`src/rtl/line_follower_pkg.sv`:
```
// Shared types for the line follower: FSM state codes, motor direction encoding, sensor classifier.
// Latency: n/a (types and pure functions only).
// Backpressure: n/a.
package line_follower_pkg;

    // FSM state codes as presented on state_o; codes 5..7 are never produced
    typedef enum logic [2:0] {
        ST_STANDBY = 3'd0,
        ST_FORWARD = 3'd1,
        ST_RIGHT   = 3'd2,
        ST_LEFT    = 3'd3,
        ST_SEARCH  = 3'd4
    } state_t;

    // Requested / driven direction of one motor
    typedef enum logic [1:0] {
        DIR_OFF = 2'd0,
        DIR_FWD = 2'd1,
        DIR_REV = 2'd2
    } dir_t;

    // Line position as seen by the filtered sensors
    typedef enum logic [1:0] {
        CL_LOST    = 2'd0,
        CL_FORWARD = 2'd1,
        CL_LEFT    = 2'd2,
        CL_RIGHT   = 2'd3
    } line_class_t;

    // H-bridge pin pair {fwd, rev}; never 2'b11 by construction
    function automatic logic [1:0] dir_to_pins(input dir_t d);
        logic [1:0] pins;
        case (d)
            DIR_FWD: pins = 2'b10;
            DIR_REV: pins = 2'b01;
            default: pins = 2'b00;
        endcase
        return pins;
    endfunction

    // flr = {front, left, right}; junctions (011, 111) count as straight ahead
    function automatic line_class_t classify(input logic [2:0] flr);
        line_class_t c;
        if (flr[1] && !flr[0]) begin
            c = CL_LEFT;
        end else if (!flr[1] && flr[0]) begin
            c = CL_RIGHT;
        end else if (flr != 3'b000) begin
            c = CL_FORWARD;
        end else begin
            c = CL_LOST;
        end
        return c;
    endfunction

    // Tracking state that corresponds to a non-LOST class
    function automatic state_t class_to_state(input line_class_t c);
        state_t s;
        case (c)
            CL_LEFT:    s = ST_LEFT;
            CL_RIGHT:   s = ST_RIGHT;
            CL_FORWARD: s = ST_FORWARD;
            default:    s = ST_STANDBY;
        endcase
        return s;
    endfunction

endpackage

```
`src/rtl/sensor_debounce.sv`:
```
// One-bit sensor conditioner: 2-flop synchroniser followed by a stable-sample debouncer.
// Latency: 2 + DEB_CYCLES cycles from an input edge to a filtered change.
// Backpressure: none; samples every cycle, a single disagreeing sample restarts the count.
module sensor_debounce #(
    parameter int DEB_CYCLES = 4
) (
    input  logic clk,
    input  logic rst_n,
    input  logic din,
    output logic dout
);

    localparam int CW = (DEB_CYCLES > 1) ? $clog2(DEB_CYCLES) : 1;
    localparam logic [CW-1:0] LAST_CNT = CW'(DEB_CYCLES - 1);

    logic          sync_q1;
    logic          sync_q2;
    logic [CW-1:0] stable_cnt;

    // Bring the asynchronous sensor pin into the clk domain
    always_ff @(posedge clk or negedge rst_n) begin
        if (!rst_n) begin
            sync_q1 <= 1'b0;
            sync_q2 <= 1'b0;
        end else begin
            sync_q1 <= din;
            sync_q2 <= sync_q1;
        end
    end

    // Count consecutive samples differing from the filtered level; flip on the last one
    always_ff @(posedge clk or negedge rst_n) begin
        if (!rst_n) begin
            stable_cnt <= '0;
            dout       <= 1'b0;
        end else if (sync_q2 == dout) begin
            stable_cnt <= '0;
        end else if (stable_cnt == LAST_CNT) begin
            stable_cnt <= '0;
            dout       <= sync_q2;
        end else begin
            stable_cnt <= stable_cnt + CW'(1);
        end
    end

endmodule

```
`src/rtl/line_follower_ctrl.sv`:
```
// Line-follower motor controller: debounced sensors -> drive FSM -> dead-timed, PWM-gated H-bridges.
// Latency: sensor edge to state_o 3+DEB_CYCLES cycles; state_o to motors 1 cycle (+DEAD_CYCLES on reversal).
// Backpressure: none; free-running. Build option LINE_FOLLOWER_SEARCH_EN adds the SEARCH spin state.
module line_follower_ctrl
    import line_follower_pkg::*;
#(
    parameter int CNT_W        = 8,
    parameter int DEB_CYCLES   = 4,
    parameter int DEAD_CYCLES  = 2,
    parameter int LOST_TIMEOUT = 200
) (
    input  logic             clk,
    input  logic             rst_n,
    input  logic             en,
    input  logic [2:0]       sensors,
    input  logic [CNT_W-1:0] duty,
    output logic [1:0]       motor_a,
    output logic [1:0]       motor_b,
    output logic             pwm_o,
    output logic [2:0]       state_o
);

    localparam int DW = (DEAD_CYCLES > 1) ? $clog2(DEAD_CYCLES) : 1;
    localparam logic [DW-1:0] DEAD_LOAD = DW'(DEAD_CYCLES - 1);

    logic [2:0]       filt;
    line_class_t      cls;
    state_t           state_q;
    state_t           state_nxt;
    logic             last_right_q;
    logic [CNT_W-1:0] pwm_cnt;
    logic [CNT_W-1:0] duty_shadow;
    logic             shadow_armed;
    dir_t             req      [2];
    dir_t             pend_q   [2];
    dir_t             drive_q  [2];
    logic [DW-1:0]    dead_q   [2];

    for (genvar gi = 0; gi < 3; gi++) begin : g_deb
        sensor_debounce #(
            .DEB_CYCLES (DEB_CYCLES)
        ) u_deb (
            .clk   (clk),
            .rst_n (rst_n),
            .din   (sensors[gi]),
            .dout  (filt[gi])
        );
    end

    assign cls = classify(filt);

`ifdef LINE_FOLLOWER_SEARCH_EN
    localparam int TW = $clog2(LOST_TIMEOUT + 1);
    localparam logic [TW-1:0] TIMEOUT_LAST = TW'(LOST_TIMEOUT - 1);

    logic [TW-1:0] search_cnt;

    // Cycles spent in SEARCH; cleared on every entry
    always_ff @(posedge clk or negedge rst_n) begin
        if (!rst_n) begin
            search_cnt <= '0;
        end else if (state_q == ST_SEARCH && state_nxt == ST_SEARCH) begin
            search_cnt <= search_cnt + TW'(1);
        end else begin
            search_cnt <= '0;
        end
    end
`else
    logic lost_timeout_unused;
    assign lost_timeout_unused = (LOST_TIMEOUT != 0);
`endif

    // FSM state register
    always_ff @(posedge clk or negedge rst_n) begin
        if (!rst_n) begin
            state_q <= ST_STANDBY;
        end else begin
            state_q <= state_nxt;
        end
    end

    // Next state: en low always wins; tracking states follow the class every cycle
    always_comb begin
        state_nxt = ST_STANDBY;
        if (en) begin
            case (state_q)
                ST_STANDBY: begin
                    state_nxt = class_to_state(cls);
                end
                ST_FORWARD, ST_LEFT, ST_RIGHT: begin
                    if (cls != CL_LOST) begin
                        state_nxt = class_to_state(cls);
                    end else begin
`ifdef LINE_FOLLOWER_SEARCH_EN
                        state_nxt = ST_SEARCH;
`else
                        state_nxt = ST_STANDBY;
`endif
                    end
                end
`ifdef LINE_FOLLOWER_SEARCH_EN
                ST_SEARCH: begin
                    if (cls != CL_LOST) begin
                        state_nxt = class_to_state(cls);
                    end else if (search_cnt == TIMEOUT_LAST) begin
                        state_nxt = ST_STANDBY;
                    end else begin
                        state_nxt = ST_SEARCH;
                    end
                end
`endif
                default: state_nxt = ST_STANDBY;
            endcase
        end
    end

    // Requested motor directions for the current state
    always_comb begin
        req[0] = DIR_OFF;
        req[1] = DIR_OFF;
        case (state_q)
            ST_FORWARD: begin
                req[0] = DIR_FWD;
                req[1] = DIR_FWD;
            end
            ST_LEFT: begin
                req[0] = DIR_REV;
                req[1] = DIR_FWD;
            end
            ST_RIGHT: begin
                req[0] = DIR_FWD;
                req[1] = DIR_REV;
            end
`ifdef LINE_FOLLOWER_SEARCH_EN
            ST_SEARCH: begin
                req[0] = last_right_q ? DIR_FWD : DIR_REV;
                req[1] = last_right_q ? DIR_REV : DIR_FWD;
            end
`endif
            default: begin
                req[0] = DIR_OFF;
                req[1] = DIR_OFF;
            end
        endcase
    end

    // Remember the last turn direction so SEARCH spins the way the line was lost
    always_ff @(posedge clk or negedge rst_n) begin
        if (!rst_n) begin
            last_right_q <= 1'b0;
        end else if (state_nxt == ST_LEFT) begin
            last_right_q <= 1'b0;
        end else if (state_nxt == ST_RIGHT) begin
            last_right_q <= 1'b1;
        end
    end

    // Free-running PWM counter; duty is sampled only at wrap and on the first cycle out of reset
    always_ff @(posedge clk or negedge rst_n) begin
        if (!rst_n) begin
            pwm_cnt      <= '0;
            duty_shadow  <= '0;
            shadow_armed <= 1'b0;
        end else begin
            pwm_cnt      <= pwm_cnt + CNT_W'(1);
            shadow_armed <= 1'b1;
            if (!shadow_armed || pwm_cnt == {CNT_W{1'b1}}) begin
                duty_shadow <= duty;
            end
        end
    end

    assign pwm_o = (pwm_cnt < duty_shadow);

    // Per-motor dead-time: a fwd<->rev flip blanks the bridge; another flip restarts the blanking
    always_ff @(posedge clk or negedge rst_n) begin
        if (!rst_n) begin
            for (int i = 0; i < 2; i++) begin
                pend_q[i]  <= DIR_OFF;
                drive_q[i] <= DIR_OFF;
                dead_q[i]  <= '0;
            end
        end else begin
            for (int i = 0; i < 2; i++) begin
                if (req[i] == DIR_OFF) begin
                    pend_q[i]  <= DIR_OFF;
                    drive_q[i] <= DIR_OFF;
                    dead_q[i]  <= '0;
                end else if (pend_q[i] != DIR_OFF && req[i] != pend_q[i]) begin
                    pend_q[i]  <= req[i];
                    drive_q[i] <= DIR_OFF;
                    dead_q[i]  <= DEAD_LOAD;
                end else if (dead_q[i] != '0) begin
                    drive_q[i] <= DIR_OFF;
                    dead_q[i]  <= dead_q[i] - DW'(1);
                end else begin
                    pend_q[i]  <= req[i];
                    drive_q[i] <= req[i];
                end
            end
        end
    end

    assign motor_a = dir_to_pins(drive_q[0]) & {2{pwm_o}};
    assign motor_b = dir_to_pins(drive_q[1]) & {2{pwm_o}};
    assign state_o = state_q;

endmodule

```
`config.mk`:
```
export PLATFORM = sky130hd
export DESIGN_NAME = line_follower_ctrl
export DESIGN_NICKNAME = d
export VERILOG_FILES = /design/src/rtl/line_follower_pkg.sv /design/src/rtl/sensor_debounce.sv /design/src/rtl/line_follower_ctrl.sv
export SDC_FILE = /design/constraint.sdc
export NUM_CORES = 1
export LEC_CHECK = 0
export ABC_AREA = 1
export CAP_MARGIN = 10
export CORE_AREA = 3 3 67 69
export CTS_CLUSTER_DIAMETER = 100
export DETAILED_ROUTE_END_ITERATION = 7
export DIE_AREA = 0 0 70 72
export PLACE_DENSITY = 0.77
export SETUP_SLACK_MARGIN = 0.1
export SLEW_MARGIN = 20
export SYNTH_ARGS = -nofsm -noshare
export SYNTH_HDL_FRONTEND = slang
export SYNTH_HIERARCHICAL = 1
export SYNTH_SLANG_ARGS = --single-unit
export TNS_END_PERCENT = 1
```
`constraint.sdc`:
```
create_clock -name clk -period 3.8 [get_ports clk]
set_clock_uncertainty 0.05 [all_clocks]
set_input_delay 0.57 -clock clk [delete_from_list [all_inputs] [get_ports clk]]
set_output_delay 0.57 -clock clk [all_outputs]
set_load 0.005 [all_outputs]
```
==> results of run 1 <==
==> state kept, by name, summed over array words and instances, names as in the netlist <==
register and count:
g_deb.u_deb/sync_q2 3, shadow_armed 1, drive_q 4, g_deb.u_deb/sync_q1 3
state_o 2, pwm_cnt 8, g_deb.u_deb/dout 3, pend_q 4
duty_shadow 8, dead_q 2, g_deb.u_deb/stable_cnt 6
==> power by group through the flow <==
| stage | clock [uW] | sequential [uW] | combinational [uW] |
|---|---|---|---|
| floorplan | 0 | 623 | 322 |
| global placement | 0 | 633 | 423 |
| detailed placement | 0 | 636 | 442 |
| CTS | 305 | 628 | 444 |
| global route | 322 | 639 | 510 |
| finish | 298 | 627 | 435 |
==> synth_stat cells (all sizes together) <==
cell | n | area share (%)
o21ai | 14 | 3.6
nand3 | 9 | 2.3
nor3 | 3 | 0.93
nor2 | 20 | 3.8
nand3b | 2 | 1.3
buf | 2 | 1.3
a21oi | 5 | 1.2
inv | 43 | 7.5
or2 | 6 | 1.7
xor2 | 4 | 1.6
conb | 2 | 0.35
xnor2 | 1 | 0.41
nand2 | 58 | 11
ha | 19 | 11
a21o | 1 | 0.35
nand4 | 3 | 0.87
dfrtp | 44 | 51
==> path summary, 6_finish.rpt <==
kind | cells after the start | slack [ps] | end
worst max-delay path | 7 | 1070 | motor_b[0]
worst min register to register | 0 | 300 | g_deb[2].u_deb/sync_q2
worst max register to register | 8 | 2250 | pend_q[2]
max in group asynchronous | 1 | 2780 | g_deb[2].u_deb/sync_q1
min in group asynchronous | 1 | 350 | duty_shadow[6]
worst min-delay path | 0 | 300 | g_deb[2].u_deb/sync_q2
==> per-layer routing <==
metal	vias up	part of all wire, %	track usage [%]	routed length [um]
met3	6	3.6	3.74	111
met1	662	46	16.9	1400
met2	18	49	23.1	1500
met5	-	0	0	0
met4	0	2.1	7.02	64
li1	770	-	-	-
==> cell type report <==
cell class / instances / share of cell area (%)
flip-flops and latches: 44 / 44.3
inverters: 43 / 6.50
clock buffers: 5 / 2.77
clock inverters: 3 / 0.957
repair buffers: 20 / 7.86
multi-input cells: 147 / 35.1
well taps: 50 / 2.52
==> through the flow <==
step / total power [uW] / instances / hold WS, ps / setup slack [ps]
final: 1360 / 312 / 302 / 1070
after detailed placement: 1080 / 304 / 287 / 1390
after CTS: 1380 / 312 / 306 / 1060
after floorplan: 945 / 236 / 224 / 1970
after global routing: 1470 / 312 / 318 / 907
after global placement: 1060 / 304 / 282 / 1430
==> logic make-up after synthesis <==
logic type                 Yosys count  synth area share, %
buffers and inverters               45                 8.74
AOI/OAI and AO/OA                   20                 5.10
adders and majority gates           19                 11.0
DFF                                 44                 51.0
xor gates and xnor gates             5                 2.03
other                                2                0.348
and+or+nand+nor                    101                 21.8
==> layout by cell type, fill, tap and decap left out, drive strengths merged, types with 6 or more instances in the layout <==
cell type | Yosys | final
clkdlybuf4s50 | 0 | 19
inv | 43 | 43
ha | 19 | 19
nor2 | 20 | 20
nand2 | 58 | 58
dfrtp | 44 | 44
or2 | 6 | 6
o21ai | 14 | 14
nand3 | 9 | 9
==> impl_metrics.yaml, run 1 <==
status:
  status: "completed"
floorplanning:
  die_width_um: 70
  die-height_um: 72
  rows: 23
  ios: 22
  fp.dieArea_um2: 5040
  core-area_um2: 3970
  start_util_pct: 54.4
place:
  hpwlAfterDp_mm: 2.31
  place_area_um2: 2390
  place_congestion: 0.754
  io_buffers: 20
pwr:
  p_per_area_nw_per_um2: 548
  switching_power_uw: 475
  power_frac_seq_pct: 46.1
  internal_power_uw: 885
  cellLeakagePower_uw: 0.00127
  pwr-share-clk_pct: 21.9
  max-vdd-ir-drop_mv: 0.382
  swShare_pct: 34.9
  p_comb_share_pct: 32.0
setup_path:
  crit_chain: "ha_1, a21oi_1, nor2_1, nor2_1, nand2_1, nor2_1, clkdlybuf4s50_1"
  crit_arrival_ps: 2110
  worstSetupEndpointType: "output port"
  worstSetupPathType: "flip-flop to output port"
  timing.critical_path.mode_cell: "nor2_1"
  crit_buf_inv: 1
  crit_start: "pwm_cnt[5]"
  critical-path-max-stage-delay_ps: 500
  path_max_fanout: 6
  cp.required_ps: 3180
  reg2reg_from: "state_o[0]"
  slowest_stage: "clkdlybuf4s50_1"
  crit_family: "buffers and inverters"
  crit_path_start_kind: "flip-flop"
sta:
  slew_headroom_pct: 38.4
  fmax_ghz: 0.366
  setup_viol_count_final: 0
  fin_setup_tns_ps: 0
  hold_violations: 0
  worstMarginPinSlew_ps: 924
  finalMaxSlewViolations: 0
  fin_crit_ps: 2730
  grt_setup_unrepaired: "false"
  fin_crit_sh_pct: 71.8
clocking:
  cts_max_level: 2
  postCtsSetupBuffers: 0
  postCtsHoldBufs: 0
  cts.sinks: 44
  cts_tree: "built"
  cts-root-buf: "clkbuf_8"
  clk_pin_slew_worst_paths_ps: 80
  cts_made_buffers: 5
  cts_buffer_depth: 2
  cts_resized: 0
  clkLatencyLatePin_ps: 300
drt:
  num_vias: 1456
  finalWirelength_mm: 3.08
  initialDrtViolationCount: 53
  post_drt_wl_per_cell_um: 9.86
  ant_nets: 0
  viasPerCell: 4.67
  drc: 0
  firstDrtPassIters: 4
logic_synthesis:
  synth_warnings: 6
  yosysSeqAreaShare_pct: 51.0
  syn-num-nets: 269
  syn_area_um2: 2160
  synth_seq_cells: 44
  synth_cell_type_count: 26
  synthCells: 236
  synth_area_per_cell_um2: 9.16
global_routing:
  grt_pass1_vias: 1321
  grt.overflow.total: 0
  grt_max_degree: 45
  track_usage_pct: 13.9
  grt_pass1_wl_mm: 5.53
  antenna_found_initial: 0
finish:
  final_cell_area_um2: 2480
  layout.nets: 294
  final_core_util_pct: 62.5
  diodes: 0
  multiInputGateArea_um2: 871
  nFillCells: 336
  syn2layout_area_growth_pct: 14.9
  final_layout_size_suffix_gt1_share_pct: 8.78
  register_area_um2: 1100
min_path:
  hold_start: "g_deb[2].u_deb/sync_q1"
  hp-class: "flip-flop to flip-flop"
flow_run:
  maxCapViolCount: 0
(Power assumes the default switching activity.)
==> run 2, diff against run 1 <==
- CORE_AREA: 3 3 67 69 -> 3 3 70 72
- DIE_AREA: 0 0 70 72 -> 0 0 73 75
- PLACE_DENSITY: 0.77 -> 0.74
- clock period: 3.8 -> 2.4 ns (I/O delays scaled with it)
==> run 2 against run 1 <==
Net effect: first-iteration DRC count grew 3.8%; clock power up 93%; power grew 68%; combinational power increased by 65%; largest power group unchanged.
==> impl_metrics.yaml, run 2 (synthesis results as in run 1) <==
status:
  status: "completed"
place:
  hpwlAfterDp_mm: 2.54
  io_buffers: 20
  pre_cts_ws_ps: 293
  place_congestion: 0.758
  place_inst: 309
  place_area_um2: 2420
setup_path:
  path_max_fanout: 5
  cp.required_ps: 1990
  crit_arrival_ps: 1580
  crit_path_start_kind: "flip-flop"
  worstSetupPathType: "flip-flop to output port"
  worstSetupEndpointType: "output port"
  r2r_cells: 7
min_path:
  holdPathStages: 0
  hp-class: "flip-flop to flip-flop"
floorplanning:
  start_util_pct: 49.6
  core-area_um2: 4350
  die-height_um: 75
  rows: 24
  die_width_um: 73
  fp.dieArea_um2: 5480
  ios: 22
clocking:
  cts_tree: "built"
  cts_max_level: 2
  clk_pin_slew_worst_paths_ps: 90
  cts.sinks: 44
  cts_made_buffers: 5
  clkLatencyLatePin_ps: 300
  cts-root-buf: "clkbuf_8"
  cts_buffer_depth: 2
sta:
  fin_setup_tns_ps: 0
  fmax_ghz: 0.503
  setup_ws_ps: 412
  fin_crit_ps: 1990
  fin_crit_sh_pct: 82.8
  grt_setup_unrepaired: "false"
  holdWs_ps: 305
  setup_viol_count_final: 0
  finalMaxSlewViolations: 0
  hold_violations: 0
drt:
  finalWirelength_mm: 3.40
  drc: 0
  firstDrtPassIters: 4
  viasPerCell: 4.68
  post_drt_wl_per_cell_um: 10.6
  num_vias: 1507
  ant_nets: 0
  initialDrtViolationCount: 55
finish:
  final_layout_size_suffix_gt1_share_pct: 13.3
  final_cell_area_um2: 2620
  fin_cells: 322
  diodes: 0
  final_common_cell: "nand2_1"
  largestRegisters: "duty_shadow x8, pwm_cnt x8, g_deb.u_deb/stable_cnt x6"
  layout.nets: 302
  syn2layout_area_growth_pct: 21.2
  final_cell_mix: "nand2_1 (52), dfrtp_1 (44), inv_1 (42)"
global_routing:
  grt.overflow.total: 0
  antenna_found_initial: 0
  grt_pass1_vias: 1479
  track_usage_pct: 15.0
  grt_max_degree: 18
  grt_pass1_wl_mm: 6.22
pwr:
  cellLeakagePower_uw: 0.00140
  p_per_area_nw_per_um2: 873
  max-vdd-ir-drop_mv: 0.487
flow_run:
  maxCapViolCount: 0
==> run 2: timing repair <==
action	CTS	global route
gates cloned	0	0
endpoints found under the hold margin	13	0
setup buffers	4	0
hold buffers	1	0
pin swaps	0	1
endpoints found under the setup margin	5	5
gates resized for setup	1	10
==> run 2: worst max-delay path: stages (launching register included) <==
cell            delay, ps
dfrtp_1               390
ha_1                  310
a21o_1                160
nor2_1                130
nand2_2                90
nor2_1                 80
dlymetal6s2s_1        120
==> run 2: area by class of cell <==
class	count	area [um^2]
fillers	352	1740
flip-flops and latches	44	1100
multi-input cells	147	906
repair buffers	28	270
inverters	43	161
clock buffers	5	68.8
well taps	52	65.1
clock inverters	3	46.3
==> run 2: metal layers <==
layer / up-vias / global-route usage, % / wire length [um] / share of wire (%)
met3: 4 / 3.74 / 138 / 4.1
met1: 699 / 16.6 / 1450 / 43
li1: 780 / - / - / -
met2: 24 / 26.6 / 1740 / 51
met4: 0 / 7.79 / 68 / 2.0
met5: - / 0 / 0 / 0
==> run 2: power breakdown <==
group / total, uW / internal (uW) / switching, uW
registers: 994 / 898 / 95.8
logic: 716 / 302 / 414
clock network: 576 / 313 / 263
total: 2290 / 1510 / 773
==> run 2: metrics by stage <==
stage                     util [%]  total power, uW
after CTS                     59.1             2310
final                         60.1             2290
after floorplan                  -             1500
after global placement        55.5             1680
after global routing          60.1             2480
after detailed placement      55.5             1710
==> run 2: path summary, 6_finish.rpt <==
| check | startpoint | end | slack [ps] |
|---|---|---|---|
| max | pwm_cnt[7] | motor_b[0] | 410 |
| min | g_deb[1].u_deb/sync_q1 | g_deb[1].u_deb/sync_q2 | 310 |
| max reg2reg | state_o[1] | pend_q[3] | 780 |
| min reg2reg | g_deb[1].u_deb/sync_q1 | g_deb[1].u_deb/sync_q2 | 310 |
| max in group asynchronous | rst_n | pwm_cnt[3] | 1330 |
| min in group asynchronous | rst_n | duty_shadow[6] | 430 |
==> run 3, diff against run 2 <==
- CORE_AREA: 3 3 70 72 -> 3 3 67 69
- DIE_AREA: 0 0 73 75 -> 0 0 70 72
- PLACE_DENSITY: 0.74 -> 0.77
- clock period: 2.4 -> 1.9 ns (I/O delays scaled with it)
==> run 3 against run 2 <==
Net effect: the run now ends with negative setup slack left; die area down 7.9%; sequential power rose by 27%; power up 25%; non-clock buffer count is 23 higher; final cell count grew 6.2%; register-to-register slack got worse by 770 ps; clock power rose by 5.7%; worst setup slack worse by 510 ps; largest power group unchanged; highest routed layer unchanged.
==> impl_metrics.yaml, run 3 (synthesis results as in run 1) <==
status:
  status: "finished with violations"
  violations: "negative setup slack"
pwr:
  max-vdd-ir-drop_mv: 0.819
  p_comb_share_pct: 34.7
  pwr-share-clk_pct: 21.3
  internal_power_uw: 1900
  power_frac_seq_pct: 44.0
  switching_power_uw: 960
  cellLeakagePower_uw: 0.00144
  swShare_pct: 33.6
  p_per_area_nw_per_um2: 1010
flow_run:
  maxCapViolCount: 0
place:
  io_buffers: 20
  place_congestion: 0.766
  pre_cts_ws_ps: -101
  hpwlAfterDp_mm: 2.57
global_routing:
  antenna_found_initial: 0
  grt_pass1_wl_mm: 6.71
  grt_pass1_vias: 1605
  grt_max_degree: 18
  track_usage_pct: 16.6
  grt.overflow.total: 0
floorplanning:
  die-height_um: 72
  ios: 22
  core-area_um2: 3970
  die_width_um: 70
  rows: 23
  fp.dieArea_um2: 5040
  start_util_pct: 54.4
setup_path:
  critical-path-max-stage-delay_ps: 420
  crit_path_start_kind: "flip-flop"
  worstSetupPathType: "flip-flop to output port"
  worstSetupEndpointType: "output port"
  reg2reg_from: "duty_shadow[1]"
  crit_chain: "ha_4, nand2_2, nand2_2, nand2_1, nand2_1, nand2_1, nand2_2, buf_6, nor2_2, buf_2"
  cp.required_ps: 1560
  crit_arrival_ps: 1660
  crit_start: "pwm_cnt[1]"
  slowest_stage: "dfrtp_1"
  path_max_fanout: 4
sta:
  setup_ws_ps: -95.6
  fmax_ghz: 0.501
  setup_viol_count_final: 4
  hold_violations: 0
  fin_crit_sh_pct: 105
  fin_setup_tns_ps: -349
  finalMaxSlewViolations: 0
  grt_setup_unrepaired: "true"
  fin_crit_ps: 2000
finish:
  syn2layout_area_growth_pct: 30.4
  largestRegisters: "duty_shadow x8, pwm_cnt x8, g_deb.u_deb/stable_cnt x6"
  final_cell_mix: "nand2_1 (48), dfrtp_1 (44), inv_1 (37)"
  final_common_cell: "nand2_1"
  final_core_util_pct: 71.0
  final_layout_size_suffix_gt1_share_pct: 27.1
  layout.nets: 325
  diodes: 0
clocking:
  cts_tree: "built"
  clk_pin_slew_worst_paths_ps: 70
  cts-root-buf: "clkbuf_8"
  cts_buffer_depth: 2
  clkLatencyLatePin_ps: 280
  cts_max_level: 2
  cts.sinks: 44
  cts_made_buffers: 5
drt:
  drc: 0
  num_vias: 1615
  viasPerCell: 4.72
  firstDrtPassIters: 4
  initialDrtViolationCount: 67
  post_drt_wl_per_cell_um: 12.0
  ant_nets: 0
  finalWirelength_mm: 4.10
min_path:
  hp-class: "flip-flop to flip-flop"
  hold_start: "g_deb[1].u_deb/sync_q1"
run 3: path summary, 6_finish.rpt:
path                                          endpoint  slack [ps]  depth (start not counted)
worst max-delay path                        motor_a[1]        -100                         10
worst min-delay path            g_deb[1].u_deb/sync_q2         300                          0
worst max register to register          duty_shadow[1]          10                         13
worst min register to register  g_deb[1].u_deb/sync_q2         300                          0
max in group asynchronous                    pend_q[2]         830                          3
min in group asynchronous               duty_shadow[6]         400                          2
run 3: area by class of cell:
cell class              count  area, um^2
multi-input cells         147         968
clock buffers               7        96.3
inverters                  43         161
fillers                   301        1150
flip-flops and latches     44        1100
well taps                  50        62.6
repair buffers             51         428
run 3: critical path, delay by kind of cell (launching register included):
kind                     cells  cell delay (ps)
adder cells (fa/ha/maj)      1              250
AND/OR/NAND/NOR              7              450
buffers and inverters        2              250
flip-flops                   1              420
run 3: what timing repair did:
item	4_1_cts	5_1_grt
setup endpoints to repair	5	6
hold endpoints to repair	14	0
hold buffers	1	0
buffers inserted	16	1
pin swaps	12	11
gates resized for setup	30	21
run 3: power by group through the flow:
stage / logic [uW] / clock network (uW) / registers (uW)
after floorplan: 644 / 0 / 1250
after global placement: 862 / 0 / 1260
after detailed placement: 896 / 0 / 1270
after CTS: 951 / 631 / 1250
after global routing: 1150 / 661 / 1290
final: 990 / 609 / 1260
run 3: per-stage QoR:
| step | instance area (um^2) | hold WS, ps | total power [uW] | cells |
|---|---|---|---|---|
| 2_1_floorplan | 2160 | -60.6 | 1890 | 236 |
| 3_3_place_gp | 2490 | 172 | 2130 | 317 |
| 4_1_cts | 2750 | 303 | 2840 | 341 |
| 3_5_place_dp | 2490 | 179 | 2170 | 317 |
| 5_1_grt | 2820 | 312 | 3100 | 342 |
| 6_report | 2820 | 302 | 2860 | 342 |
run 3: layer usage:
layer	routed length, um	part of all wire [%]	up-vias	track usage [%]
li1	-	-	833	-
met2	2200	54	23	30.0
met3	115	2.8	7	2.63
met1	1710	42	752	19.9
met4	74	1.8	0	6.60
met5	0	0	-	0
